[src/rtl/fetch_unit_bp_pkg.sv]
// fetch_unit_bp_pkg: shared opcodes, fetch FSM states and immediate decoders
package fetch_unit_bp_pkg;
  localparam logic [6:0] OPC_BRANCH = 7'b1100011;
  localparam logic [6:0] OPC_JAL = 7'b1101111;
  localparam logic [6:0] OPC_JALR = 7'b1100111;
  typedef enum logic [1:0] {FETCH_IDLE, FETCH_WAIT, FETCH_DROP} fetch_state_e;
  function automatic logic [31:0] imm_b(input logic [31:0] i);
    return {{20{i[31]}}, i[7], i[30:25], i[11:8], 1'b0};
  endfunction
  function automatic logic [31:0] imm_j(input logic [31:0] i);
    return {{12{i[31]}}, i[19:12], i[20], i[30:21], 1'b0};
  endfunction
endpackage

[src/rtl/fetch_unit_bp_bht.sv]
// fetch_bht: 2-bit saturating branch history table, combinational lookup, commit-time training
module fetch_bht #(
  parameter int IDX_BITS = 6
) (
  input  logic                clk_in,
  input  logic                rst_in,
  input  logic                rdy_in,
  input  logic [IDX_BITS-1:0] lookup_idx,
  output logic                lookup_taken,
  input  logic                commit,
  input  logic [IDX_BITS-1:0] commit_idx,
  input  logic                commit_taken
);
  logic [1:0] ctr [2**IDX_BITS];
  logic [1:0] cur;
  assign cur = ctr[commit_idx];
  // lookup reads the pre-update value when it collides with a commit
  assign lookup_taken = ctr[lookup_idx][1];
  always_ff @(posedge clk_in or posedge rst_in)
    if (rst_in)
      for (int k = 0; k < 2**IDX_BITS; k++) ctr[k] <= 2'b01;
    else if (rdy_in && commit)
      ctr[commit_idx] <= commit_taken ? (cur == 2'b11 ? cur : cur + 2'd1)
                                      : (cur == 2'b00 ? cur : cur - 2'd1);
endmodule

[src/rtl/fetch_unit_bp.sv]
// fetch_unit_bp: PC + single-outstanding fetch FSM + instruction queue + optional BHT prediction
module fetch_unit_bp
  import fetch_unit_bp_pkg::*;
#(
  parameter int          ISQ_DEPTH      = 16,
  parameter int          BHT_INDEX_BITS = 6,
  parameter int          PREDICT_MODE   = 1,
  parameter logic [31:0] RESET_PC       = 32'h0
) (
  input  logic        clk_in,
  input  logic        rst_in,
  input  logic        rdy_in,
  input  logic        is_idle,
  output logic        fetch_start,
  output logic [31:0] pc_out,
  input  logic        finish_fetch,
  input  logic [31:0] instruction_in,
  input  logic [31:0] instruction_pc_in,
  output logic        out_valid,
  input  logic        out_ready,
  output logic [31:0] out_instruction,
  output logic [31:0] out_pc,
  output logic        out_predict,
  input  logic        rob_commit_branch,
  input  logic [31:0] rob_pc_commit,
  input  logic        rob_taken,
  input  logic        roll_back_in,
  input  logic [31:0] rob_pc_result
);
  localparam int PW = $clog2(ISQ_DEPTH);
  localparam logic [PW:0] FULL = ISQ_DEPTH[PW:0];
  fetch_state_e state, state_n;
  logic [31:0] pc, pc_n;
  logic [31:0] q_ins [ISQ_DEPTH];
  logic [31:0] q_pc [ISQ_DEPTH];
  logic [ISQ_DEPTH-1:0] q_pred;
  logic [PW-1:0] rd_ptr, wr_ptr;
  logic [PW:0] count;
  logic [6:0] opc;
  logic issue, push, pop, bp_taken, pred;
  logic unused_rob;
  assign unused_rob = ^{rob_pc_commit, rob_taken, rob_commit_branch};
  generate
    if (PREDICT_MODE == 1) begin : g_bht
      fetch_bht #(.IDX_BITS(BHT_INDEX_BITS)) u_bht (
        .clk_in      (clk_in),
        .rst_in      (rst_in),
        .rdy_in      (rdy_in),
        .lookup_idx  (instruction_pc_in[BHT_INDEX_BITS+1:2]),
        .lookup_taken(bp_taken),
        .commit      (rob_commit_branch),
        .commit_idx  (rob_pc_commit[BHT_INDEX_BITS+1:2]),
        .commit_taken(rob_taken)
      );
    end else begin : g_static
      assign bp_taken = 1'b0;
    end
  endgenerate
  assign out_valid = count != '0;
  assign out_instruction = out_valid ? q_ins[rd_ptr] : '0;
  assign out_pc = out_valid ? q_pc[rd_ptr] : '0;
  assign out_predict = out_valid && q_pred[rd_ptr];
  assign issue = rdy_in && state == FETCH_IDLE && is_idle && count < FULL && !roll_back_in;
  assign push = rdy_in && state == FETCH_WAIT && finish_fetch && !roll_back_in;
  assign pop = rdy_in && out_valid && out_ready && !roll_back_in;
  always_comb begin
    opc = instruction_in[6:0];
    pred = opc == OPC_JAL || (opc == OPC_BRANCH && bp_taken);
    pc_n = roll_back_in ? rob_pc_result
         : !push ? pc
         : opc == OPC_JAL ? pc + imm_j(instruction_in)
         : pred ? pc + imm_b(instruction_in)
         : pc + 32'd4;
    state_n = state;
    case (state)
      FETCH_IDLE: state_n = issue ? FETCH_WAIT : FETCH_IDLE;
      FETCH_WAIT: state_n = finish_fetch ? FETCH_IDLE : roll_back_in ? FETCH_DROP : FETCH_WAIT;
      FETCH_DROP: state_n = finish_fetch ? FETCH_IDLE : FETCH_DROP;
      default:    state_n = FETCH_IDLE;
    endcase
  end
  always_ff @(posedge clk_in or posedge rst_in)
    if (rst_in) begin
      state <= FETCH_IDLE;
      pc <= RESET_PC;
      pc_out <= RESET_PC;
      fetch_start <= 1'b0;
      rd_ptr <= '0;
      wr_ptr <= '0;
      count <= '0;
    end else if (rdy_in) begin
      state <= state_n;
      pc <= pc_n;
      fetch_start <= issue;
      if (issue) pc_out <= pc;
      if (roll_back_in) begin
        rd_ptr <= '0;
        wr_ptr <= '0;
        count <= '0;
      end else begin
        if (push) wr_ptr <= wr_ptr + PW'(1);
        if (pop) rd_ptr <= rd_ptr + PW'(1);
        if (push != pop) count <= push ? count + (PW+1)'(1) : count - (PW+1)'(1);
      end
    end else begin
      fetch_start <= 1'b0;
    end
  always_ff @(posedge clk_in)
    if (push) begin
      q_ins[wr_ptr] <= instruction_in;
      q_pc[wr_ptr] <= instruction_pc_in;
      q_pred[wr_ptr] <= pred;
    end
endmodule

[config.mk]
export PLATFORM = sky130hd
export DESIGN_NAME = fetch_unit_bp
export DESIGN_NICKNAME = d
export VERILOG_FILES = /design/src/rtl/fetch_unit_bp_pkg.sv /design/src/rtl/fetch_unit_bp_bht.sv /design/src/rtl/fetch_unit_bp.sv
export SDC_FILE = /design/constraint.sdc
export NUM_CORES = 2
export LEC_CHECK = 0
export CAP_MARGIN = 0
export CORE_MARGIN = 1.5
export CORE_UTILIZATION = 43
export CTS_BUF_LIST = sky130_fd_sc_hd__clkbuf_16
export DETAILED_ROUTE_END_ITERATION = 10
export GPL_TIMING_DRIVEN = 0
export PLACE_DENSITY = 0.73
export SYNTH_ARGS = -nofsm -noshare
export SYNTH_HDL_FRONTEND = slang
export SYNTH_SLANG_ARGS = --single-unit
[constraint.sdc]
create_clock -name clk_in -period 7.3 [get_ports clk_in]
set_clock_uncertainty 0.05 [all_clocks]
set_input_delay 1.46 -clock clk_in [delete_from_list [all_inputs] [get_ports clk_in]]
set_output_delay 1.46 -clock clk_in [all_outputs]
set_load 0.05 [all_outputs]
==> impl_metrics.json <==
{
  "synth_warnings": 0,
  "ios": 236,
  "synth_cell_types": 79,
  "avgRoutedWirePerCell_um": 28.01,
  "p_leak_nw": 20.56,
  "synth_top_family_by_area": "multiplexers",
  "crit_slowest_cell": "buf_1",
  "synth.yosys.seq_area_share_pct": 67.98,
  "arrival_ps": 5400,
  "die_w_um": 356.4,
  "hold_path.class": "reg -> reg",
  "path_cells": "clkbuf_1 > clkbuf_1 > buf_1 > mux4_2 > mux4_2 > and2_1 > clkdlybuf4s50_1",
  "startpoint_type": "register",
  "path_clk_slew_ps": 60,
  "antenna_found_initial": 15,
  "final.min_clock_period_ps": 6906,
  "crit_fanout": 10,
  "dp.cells": 4894,
  "cts_buffer_depth": 3,
  "path_buf_inv": 4,
  "grt_overflow_total": 0,
  "cap_violations": 0,
  "cp_slowest_stage_delay_ps": 880,
  "peakVddDrop_v": 0.0003443,
  "avgSynthCellArea_um2": 17.70,
  "h-tree-depth": 3,
  "route.detailed.drc": 24,
  "layout.nets": 3569,
  "critical_path_required_ps": 5790,
  "yosys.area_share.simple_pct": 5.201,
  "layout_commonest_cell": "edfxtp_1",
  "status": "finished, violations left",
  "core_area_um2": 123800,
  "synth_edf_count": 1040,
  "ys_ff_latch": 1248,
  "area_growth_pct": 15.48,
  "syn_nets": 3226,
  "syn-cell-area_um2": 53710,
  "path_delay_family": "buffers and inverters",
  "synthXorXnorAreaFrac_pct": 0.9620,
  "relSlewSlack_pct": 20.17,
  "dp_hpwl_um": 88940,
  "detail_route.first_pass.iterations": 8,
  "setup_tns_ps": 0,
  "crit_type": "reg -> out",
  "synth_fa_ha_area_share_pct": 1.374,
  "routed_wl_um": 143500,
  "rows": 129,
  "final_cell_mix": "edfxtp_1 (1,040), mux4_2 (348), clkdlybuf4s50_1 (205)",
  "num_vias": 30600,
  "drive_above_1_share_pct": 23.21,
  "grt_pass1_vias": 31210,
  "cts_sinks": 1248,
  "cts_setup_buffers": 0,
  "cts_made_buffers": 118,
  "cts_resized": 0,
  "die-area_um2": 127000,
  "root_buffer": "clkbuf_16",
  "async_reset_ff_share_pct": 16.67,
  "fin_crit_sh_pct": 94.60,
  "antenna_left": 0,
  "rsz0062_at_grt": "no",
  "portBuffers": 206,
  "drt_iter0_markers": 3652,
  "tightest_slew_ps": 1187,
  "grt_pass1_wl_um": 208500,
  "cts_tree": "built",
  "fin_cells": 5124,
  "die_y_um": 356.4,
  "cts_hold_buf": 0,
  "grt_usage_pct": 22.51,
  "finalSetupViolCount": 0,
  "maxSlewViolCount": 0,
  "synth_compound_area_share_pct": 4.517,
  "syn-instance-count": 3034,
  "ys.flop_type": "edfxtp_1",
  "fmax_mhz": 144.8,
  "finalHoldViolations": 0,
  "start_util_pct": 43.39,
  "grt_max_degree": 130,
  "via_per_inst": 5.972,
  "synth_mux_area_share_pct": 18.29,
  "power_density_nw_per_um2": 306.5,
  "clk_latency_ps": 720,
  "worstSetupEndpointType": "output port",
  "gp_routability_congestion": 0.9021,
  "violations": "design-rule violations"
}
-- worst min-delay path: cells and delay by family (launching register included) --
family,cells,cell delay [ps]
flip-flops,1,340
AND/OR/NAND/NOR,2,100
-- cell families after synthesis --
| kind of cell | count (synthesis) |
|---|---|
| adders and majority gates | 57 |
| AOI/OAI and AO/OA | 364 |
| muxes | 526 |
| DFF | 1248 |
| and+or+nand+nor | 580 |
| xor gates and xnor gates | 59 |
| buffers and inverters | 200 |
-- cell type report --
| class | instances | area (µm²) |
|---|---|---|
| diodes | 6 | 15.01 |
| plain buffers | 172 | 792.0 |
| clock buffers | 119 | 2978 |
| clock inverters | 105 | 701.9 |
| fillers | 9943 | 61770 |
| inverters | 28 | 112.6 |
| multi-input cells | 1586 | 16340 |
| flip-flops and latches | 1248 | 36520 |
| well taps | 1637 | 2048 |
| repair buffers | 223 | 2525 |
-- path summary, 6_finish.rpt --
check | start | endpoint | slack (ps) | cells past startpoint
worst max-delay path | rd_ptr[0]$_DFFE_PP0P_ | out_pc[7] | 390 | 7
worst min-delay path | pc_out[15]$_DFFE_PP0P_ | pc_out[15]$_DFFE_PP0P_ | 430 | 2
worst max register to register | pc[2]$_DFFE_PP0P_ | pc[29]$_DFFE_PP0P_ | 3250 | 11
worst min register to register | pc_out[15]$_DFFE_PP0P_ | pc_out[15]$_DFFE_PP0P_ | 430 | 2
max in group asynchronous | rst_in | g_bht.u_bht.ctr[125]$_DFFE_PP0P_ | 4930 | 3
min in group asynchronous | rst_in | pc_out[23]$_DFFE_PP0P_ | 1190 | 2
-- power breakdown --
part,leakage (nW),internal (W),switching (W),total (W)
Clock,1.91,0.00314,0.00268,0.00583
Sequential,11.9,0.00794,0.000191,0.00813
Combinational,6.79,0.00198,0.00308,0.00505
Total,20.6,0.0131,0.00595,0.0190
-- cells in the mapped netlist, drive strengths merged (4+ instances only) --
master	count	area (µm²)
a41oi	6	60.06
and3	18	112.6
o31ai	12	90.09
a22o	8	70.07
mux2	151	1719
nand4	19	118.9
xnor2	36	315.3
edfxtp	1040	31230
nand2	190	713.2
dfstp	64	1682
or3	18	112.6
o211ai	8	60.06
nand3b	7	52.55
a31oi	14	87.58
clkbuf	116	435.4
a22oi	10	75.07
nand3	39	195.2
nor4	4	25.02
a21oi	88	440.4
a211oi	13	97.59
and2	92	578.1
nor2	133	499.2
buf	56	356.6
nor3	21	105.1
nand2b	10	62.56
nor2b	12	75.07
mux2i	27	270.3
mux4	348	7838
ha	52	650.6
o21a	7	52.55
o22ai	12	75.07
a21o	29	217.7
a2111oi	4	53.81
or4	4	33.78
o21ai	89	445.4
xor2	23	201.4
a221oi	25	244.0
a221o	4	40.04
and4	5	43.79
dfrtp	144	3603
inv	27	101.4
-- state kept, by name (all words and copies together), names as in the netlist, 5 cells and up --
signal and flops:
count 5, g_bht.u_bht.ctr 128, pc 32, pc_out 32, q_ins 512, q_pc 512, q_pred 16
-- per-stage QoR --
| stage | cell area [µm²] | power, W | utilization (%) | setup WS (ps) | hold WS [ps] |
|---|---|---|---|---|---|
| 2_1_floorplan | 53710 | 0.01160 | - | 215.1 | 383.1 |
| 3_3_place_gp | 57820 | 0.01327 | 46.71 | -3013 | 402.7 |
| 3_5_place_dp | 58330 | 0.01333 | 47.12 | 1118 | 417.1 |
| 4_1_cts | 62010 | 0.01912 | 50.09 | 306.9 | 432.4 |
| 5_1_grt | 62020 | 0.01968 | 50.10 | 130.0 | 444.2 |
| 6_report | 62030 | 0.01901 | 50.11 | 394.4 | 429.9 |
-- metal layers --
layer | global-route usage [%] | vias to the layer above | share of wire, %
li1 | - | 12890 | -
met1 | 30.80 | 15820 | 39
met2 | 35.53 | 1614 | 47
met3 | 5.980 | 267 | 11
met4 | 6.519 | 14 | 2.7
met5 | 0 | - | 0.065
(Power assumes the default switching activity.)
